`config.mk`:
```
export PLATFORM = sky130hd
export DESIGN_NAME = int_inject_sched
export DESIGN_NICKNAME = d
export VERILOG_FILES = /design/src/rtl/int_inject_sched.sv
export SDC_FILE = /design/constraint.sdc
export NUM_CORES = 2
export LEC_CHECK = 0
export CORE_MARGIN = 2
export CORE_UTILIZATION = 62
export CTS_BUF_LIST = sky130_fd_sc_hd__clkbuf_16
export DETAILED_ROUTE_END_ITERATION = 6
export GPL_TIMING_DRIVEN = 0
export PLACE_DENSITY = 0.77
export RECOVER_POWER = 100
export SLEW_MARGIN = 20
export SYNTH_ARGS = -nofsm -noshare
export SYNTH_HDL_FRONTEND = slang
export SYNTH_SLANG_ARGS = --single-unit
```
`constraint.sdc`:
```
create_clock -name clk -period 12 [get_ports clk]
set_input_delay 2.4 -clock clk [delete_from_list [all_inputs] [get_ports clk]]
set_output_delay 2.4 -clock clk [all_outputs]
set_load 0.03 [all_outputs]
```
`src/rtl/int_inject_sched.sv`:
```
// PC-triggered one-shot interrupt injector for the P7 MIPS harness: table match -> delay -> hold.
// Define INT_INJECT_SCHED_STATS_EN to add the fire_count / miss_count outputs.
module int_inject_sched #(
  parameter int ENTRIES = 32,
  parameter int IDXW    = 5
) (
  input  logic            clk,
  input  logic            reset,
  input  logic            enable,
  input  logic [31:0]     addr,
  input  logic            cfg_we,
  input  logic [IDXW-1:0] cfg_idx,
  input  logic [31:0]     cfg_addr,
  input  logic [7:0]      cfg_delay,
  input  logic [7:0]      cfg_hold,
  input  logic            cfg_clr,
  output logic            interrupt,
  output logic            busy,
  output logic [IDXW-1:0] fired_idx,
  output logic            done
`ifdef INT_INJECT_SCHED_STATS_EN
  ,
  output logic [15:0]     fire_count,
  output logic [15:0]     miss_count
`endif
);

  typedef enum logic [1:0] {
    S_IDLE   = 2'd0,
    S_DELAY  = 2'd1,
    S_ASSERT = 2'd2
  } state_t;

  localparam logic [IDXW:0] ENTRIES_W = (IDXW+1)'(ENTRIES);

  state_t          state_q, state_d;
  logic [7:0]      cnt_q, cnt_d;
  logic [7:0]      hold_q, hold_d;
  logic            interrupt_q, interrupt_d;
  logic [IDXW-1:0] fired_idx_q, fired_idx_d;
  logic            done_pend_q, done_pend_d;
  logic            done_q, done_d;
  logic [ENTRIES-1:0] valid_q, valid_d;

  logic [31:0] tbl_addr_q  [ENTRIES];
  logic [31:0] tbl_addr_d  [ENTRIES];
  logic [7:0]  tbl_delay_q [ENTRIES];
  logic [7:0]  tbl_delay_d [ENTRIES];
  logic [7:0]  tbl_hold_q  [ENTRIES];
  logic [7:0]  tbl_hold_d  [ENTRIES];

  logic [ENTRIES-1:0] hit_vec;
  logic               hit_any;
  logic [IDXW-1:0]    hit_idx;
  logic [7:0]         hit_delay;
  logic [7:0]         hit_hold;
  logic [7:0]         eff_delay;
  logic               wr_en;
  logic               fire_now;

  assign wr_en = cfg_we && ({1'b0, cfg_idx} < ENTRIES_W);

  // Per-entry comparators always look at pre-write table contents.
  generate
    for (genvar gi = 0; gi < ENTRIES; gi++) begin : g_hit
      assign hit_vec[gi] = valid_q[gi] && (tbl_addr_q[gi] == addr);
    end
  endgenerate

  always_comb begin
    hit_any = 1'b0;
    hit_idx = '0;
    for (int i = ENTRIES - 1; i >= 0; i--) begin
      if (hit_vec[i]) begin
        hit_any = 1'b1;
        hit_idx = IDXW'(i);
      end
    end
  end

  assign hit_delay = tbl_delay_q[hit_idx];
  assign hit_hold  = tbl_hold_q[hit_idx];
  assign eff_delay = (hit_delay == 8'd0) ? 8'd1 : hit_delay;

  always_comb begin
    tbl_addr_d  = tbl_addr_q;
    tbl_delay_d = tbl_delay_q;
    tbl_hold_d  = tbl_hold_q;
    if (wr_en) begin
      tbl_addr_d[cfg_idx]  = cfg_addr;
      tbl_delay_d[cfg_idx] = cfg_delay;
      tbl_hold_d[cfg_idx]  = cfg_hold;
    end
  end

  always_ff @(posedge clk) begin
    tbl_addr_q  <= tbl_addr_d;
    tbl_delay_q <= tbl_delay_d;
    tbl_hold_q  <= tbl_hold_d;
  end

  always_comb begin
    state_d     = state_q;
    cnt_d       = cnt_q;
    hold_d      = hold_q;
    interrupt_d = interrupt_q;
    fired_idx_d = fired_idx_q;
    done_pend_d = 1'b0;
    done_d      = done_pend_q;
    valid_d     = valid_q;
    fire_now    = 1'b0;

    case (state_q)
      S_IDLE: begin
        if (enable && hit_any) begin
          fire_now             = 1'b1;
          valid_d[hit_idx]     = 1'b0;
          fired_idx_d          = hit_idx;
          hold_d               = hit_hold;
          if (eff_delay == 8'd1) begin
            state_d     = S_ASSERT;
            interrupt_d = 1'b1;
            cnt_d       = hit_hold;
          end else begin
            state_d = S_DELAY;
            cnt_d   = eff_delay - 8'd1;
          end
        end
      end
      S_DELAY: begin
        if (cnt_q == 8'd1) begin
          state_d     = S_ASSERT;
          interrupt_d = 1'b1;
          cnt_d       = hold_q;
        end else begin
          cnt_d = cnt_q - 8'd1;
        end
      end
      S_ASSERT: begin
        if (cnt_q == 8'd0) begin
          state_d     = S_IDLE;
          interrupt_d = 1'b0;
          done_pend_d = 1'b1;
        end else begin
          cnt_d = cnt_q - 8'd1;
        end
      end
      default: begin
        state_d     = S_IDLE;
        interrupt_d = 1'b0;
      end
    endcase

    // Clear then write: a same-cycle write to a firing entry leaves it valid.
    if (cfg_clr) valid_d = '0;
    if (wr_en) valid_d[cfg_idx] = 1'b1;
  end

  always_ff @(posedge clk or negedge reset) begin
    if (!reset) begin
      state_q     <= S_IDLE;
      cnt_q       <= '0;
      hold_q      <= '0;
      interrupt_q <= 1'b0;
      fired_idx_q <= '0;
      done_pend_q <= 1'b0;
      done_q      <= 1'b0;
      valid_q     <= '0;
    end else begin
      state_q     <= state_d;
      cnt_q       <= cnt_d;
      hold_q      <= hold_d;
      interrupt_q <= interrupt_d;
      fired_idx_q <= fired_idx_d;
      done_pend_q <= done_pend_d;
      done_q      <= done_d;
      valid_q     <= valid_d;
    end
  end

  assign interrupt = interrupt_q;
  assign busy      = (state_q != S_IDLE);
  assign fired_idx = fired_idx_q;
  assign done      = done_q;

`ifdef INT_INJECT_SCHED_STATS_EN
  logic [15:0] fire_count_q, fire_count_d;
  logic [15:0] miss_count_q, miss_count_d;

  always_comb begin
    fire_count_d = fire_count_q + 16'(fire_now);
    miss_count_d = miss_count_q;
    if (busy && (|hit_vec) && (miss_count_q != 16'hFFFF)) begin
      miss_count_d = miss_count_q + 16'd1;
    end
  end

  always_ff @(posedge clk or negedge reset) begin
    if (!reset) begin
      fire_count_q <= '0;
      miss_count_q <= '0;
    end else begin
      fire_count_q <= fire_count_d;
      miss_count_q <= miss_count_d;
    end
  end

  assign fire_count = fire_count_q;
  assign miss_count = miss_count_q;
`else
  logic unused_fire_now;
  assign unused_fire_now = fire_now;
`endif

endmodule

```
==> flow_summary.toml <==
[outcome]
outcome = "complete, but fails checks"
violations = "DRC, capacitance limit, slew limit"

[clocking]
path_clk_slew_ns = 0.06
postCtsSetupBuffers = 0
numCtsBuffers = 161
clock-sinks = 1594
clockRootBuffer = "clkbuf_16"
cts-htree-levels = 4
cts_tree = "yes"
clockBufferDepth = 3
clk_latency_ns = 0.80
cts_hold_buffers = 0
cts-resized-gates = 0

[setup_path]
endpoint_kind = "flip-flop"
crit_arrival_ns = 11.92
required_ns = 12.73
cp-start-kind = "input pin"
timing_worst_setup_path_type = "input pin to flip-flop"
cp_max_fo = 10

[place]
portBuffers = 65
hpwl_um = 161000
gp_congestion = 0.996
place_ws_ns = 1.68

[global_routing]
grt_pass1_wl_um = 352000
antenna_found_initial = 25
grtUsageTotal = 0.437
grtUsageMet3 = 0.140
grt_use_met1 = 0.586
grt-busiest-layer = "met2"
grt_start_max_net_pins = 45
grtUsageMet2 = 0.626
grt_overflow = 0
grt_pass1_vias = 46734

[floorplan]
num_rows = 124
die_y_um = 342
core-area_sq_um = 114000
dieArea_sq_um = 117000
die_x_um = 342
ios = 98
initial_core_util = 0.623

[timing]
clock_skew_ns = 0.0249
min_period_ns = 11.19
hold_viol = 0
tns_ns = 0
setup_ws_ns = 0.806
maxClockFrequency_ghz = 0.0893
max_slew.worst_pin.slew_ns = 3.70
setup_viol = 0
slew_violations = 1758
max_slew_margin = -1.46
period_share = 0.933
rsz0062_at_grt = "false"

[route]
drtPass1Iterations = 7
drc = 4
routed_wl_um = 259000
via_count = 50518
via_per_inst = 7.12
wl_per_cell_um = 36.5
antenna_left = 0
first_iter_violations = 10512

[pwr]
ir_drop_mv = 0.168
p_int_mw = 9.26
p_leak_nw = 26.8
p_switching_mw = 2.80
comb_power_share = 0.063
power_density_nw_per_um2 = 152
p_clk_frac = 0.422
power_switching_share = 0.232
finalPower_mw = 12.1
p_seq_frac = 0.515

[finish]
fillers = 7784
drive_gt1_frac = 0.0836
final_common_cell = "edfxtp_1"
area_growth_pct = 11.4
postLayoutCoreUtil = 0.694
final_nets = 5521
final_cell_mix = "edfxtp_1 (1536), xor2_1 (788), nand2_1 (489)"

[synthesis]
syn_inst = 5094
synth_edf_count = 1536
ys_types = 99
syn_area_sq_um = 71000
ys_seq_area_frac = 0.670
synthFlopType = "edfxtp_1"
synth_area_per_cell_sq_um = 13.9
yosysWarnings = 0
synthArstFlopShare = 0.0364
synth_fp_nets = 5192
synth-seq-cells = 1594

[run]
drv_cap = 77

[hold_path]
hold_class = "flip-flop to flip-flop"
-- critical path, cell delays in order --
cell,delay [ns]
buf_2,0.29
clkbuf_1,1.17
clkbuf_1,1.18
xor2_1,0.30
nor4_1,0.08
nand3_1,0.10
or4_1,0.31
clkbuf_1,0.66
and4_1,0.30
clkbuf_1,0.38
nand2_1,0.25
nor3_2,0.88
nor2b_1,0.69
o31ai_1,0.17
a221o_1,0.29
and4_1,0.21
nand3_1,0.11
nor2_1,0.14
nand3_1,0.25
nor4_4,0.08
buf_6,0.18
a22o_1,0.22
ha_1,0.21
clkbuf_1,0.26
inv_1,0.15
nand2_1,0.06
a21boi_0,0.31
o221a_1,0.24
-- registers in the layout (all words and copies together) (netlist names) --
signal / count
fired_idx: 5
cnt_q: 8
tbl_hold_q: 256
tbl_addr_q: 1024
valid_q: 32
tbl_delay_q: 256
done_d: 1
state_q: 2
interrupt: 1
done: 1
hold_q: 8
-- worst paths after layout --
| check | startpoint | end | slack [ns] | cells past startpoint |
|---|---|---|---|---|
| setup reg to reg | tbl_addr_q[70] | cnt_q[0] | 4.32 | 21 |
| hold reg to reg | done_d | done | 0.36 | 0 |
| setup / recovery | addr[18] | cnt_q[0] | 0.81 | 28 |
| max in group asynchronous | reset | valid_q[18] | 7.29 | 2 |
| min in group asynchronous | reset | done_d | 1.67 | 1 |
| hold / removal | done_d | done | 0.36 | 0 |
-- per-layer routing --
| layer | vias to the layer above | part of all wire |
|---|---|---|
| met4 | 10 | 0.073 |
| met5 | - | 0.00026 |
| met1 | 24562 | 0.34 |
| li1 | 19917 | - |
| met3 | 1048 | 0.17 |
| met2 | 4981 | 0.42 |
-- area by class of cell --
cell class,instances,area [sq um],share of cell area
Inverter,49,184,0.00233
Tap cell,1512,1890,0.0239
Clock buffer,168,4200,0.0532
Clock inverter,133,1080,0.0137
Antenna cell,18,45.0,0.000570
Sequential cell,1594,47600,0.602
Multi-Input combinational cell,3215,21800,0.276
Timing Repair Buffer,166,820,0.0104
Buffer,236,1440,0.0182
-- synthesized netlist by cell type, types with 18 or more instances --
master	n	area, sq um
edfxtp_1	1536	46100
xor2_1	788	6900
nand2_1	489	1840
nor4_1	352	2200
xnor2_1	226	1980
nand3_1	164	821
nand4_1	141	882
nor2_1	125	469
o21ai_0	125	626
buf_2	97	485
nor3_1	86	430
a21oi_1	83	415
dfrtp_1	58	1450
clkbuf_1	55	206
mux2i_1	53	531
buf_6	50	563
inv_1	47	176
nor2b_1	47	294
and3_1	41	257
nand4b_1	39	342
or3_1	34	213
nand2b_1	33	206
nor4b_1	29	254
a31oi_1	23	144
mux2_2	21	236
o211ai_1	20	150
or4_1	20	150
buf_1	18	67.6
-- metrics by stage --
step | instance area [sq um] | hold slack, ns | cells
floorplan | 71000 | 0.331 | 5094
global placement | 73500 | 0.334 | 6671
detailed placement | 76200 | 0.345 | 6772
CTS | 81500 | 0.360 | 7073
global route | 79000 | 0.362 | 7082
finish | 79100 | 0.358 | 7091
-- power by group through the flow --
stage | Combinational [mW] | Sequential, mW | Clock, mW
after floorplan | 0.355 | 6.31 | 0
after global placement | 0.709 | 6.33 | 0
after detailed placement | 0.756 | 6.32 | 0
after CTS | 0.761 | 6.20 | 5.04
after global routing | 0.761 | 6.21 | 5.24
final | 0.757 | 6.21 | 5.09
-- cells by family after synthesis --
group	Yosys count	synth area share
XOR/XNOR	1015	0.125
AND/OR/NAND/NOR	1679	0.128
adder cells (fa/ha/maj)	8	0.00141
buffers and inverters	285	0.0229
flip-flops	1594	0.670
multiplexers	74	0.0108
AO/OA/AOI/OAI	439	0.0419
Power figures use the tool's default switching activity.
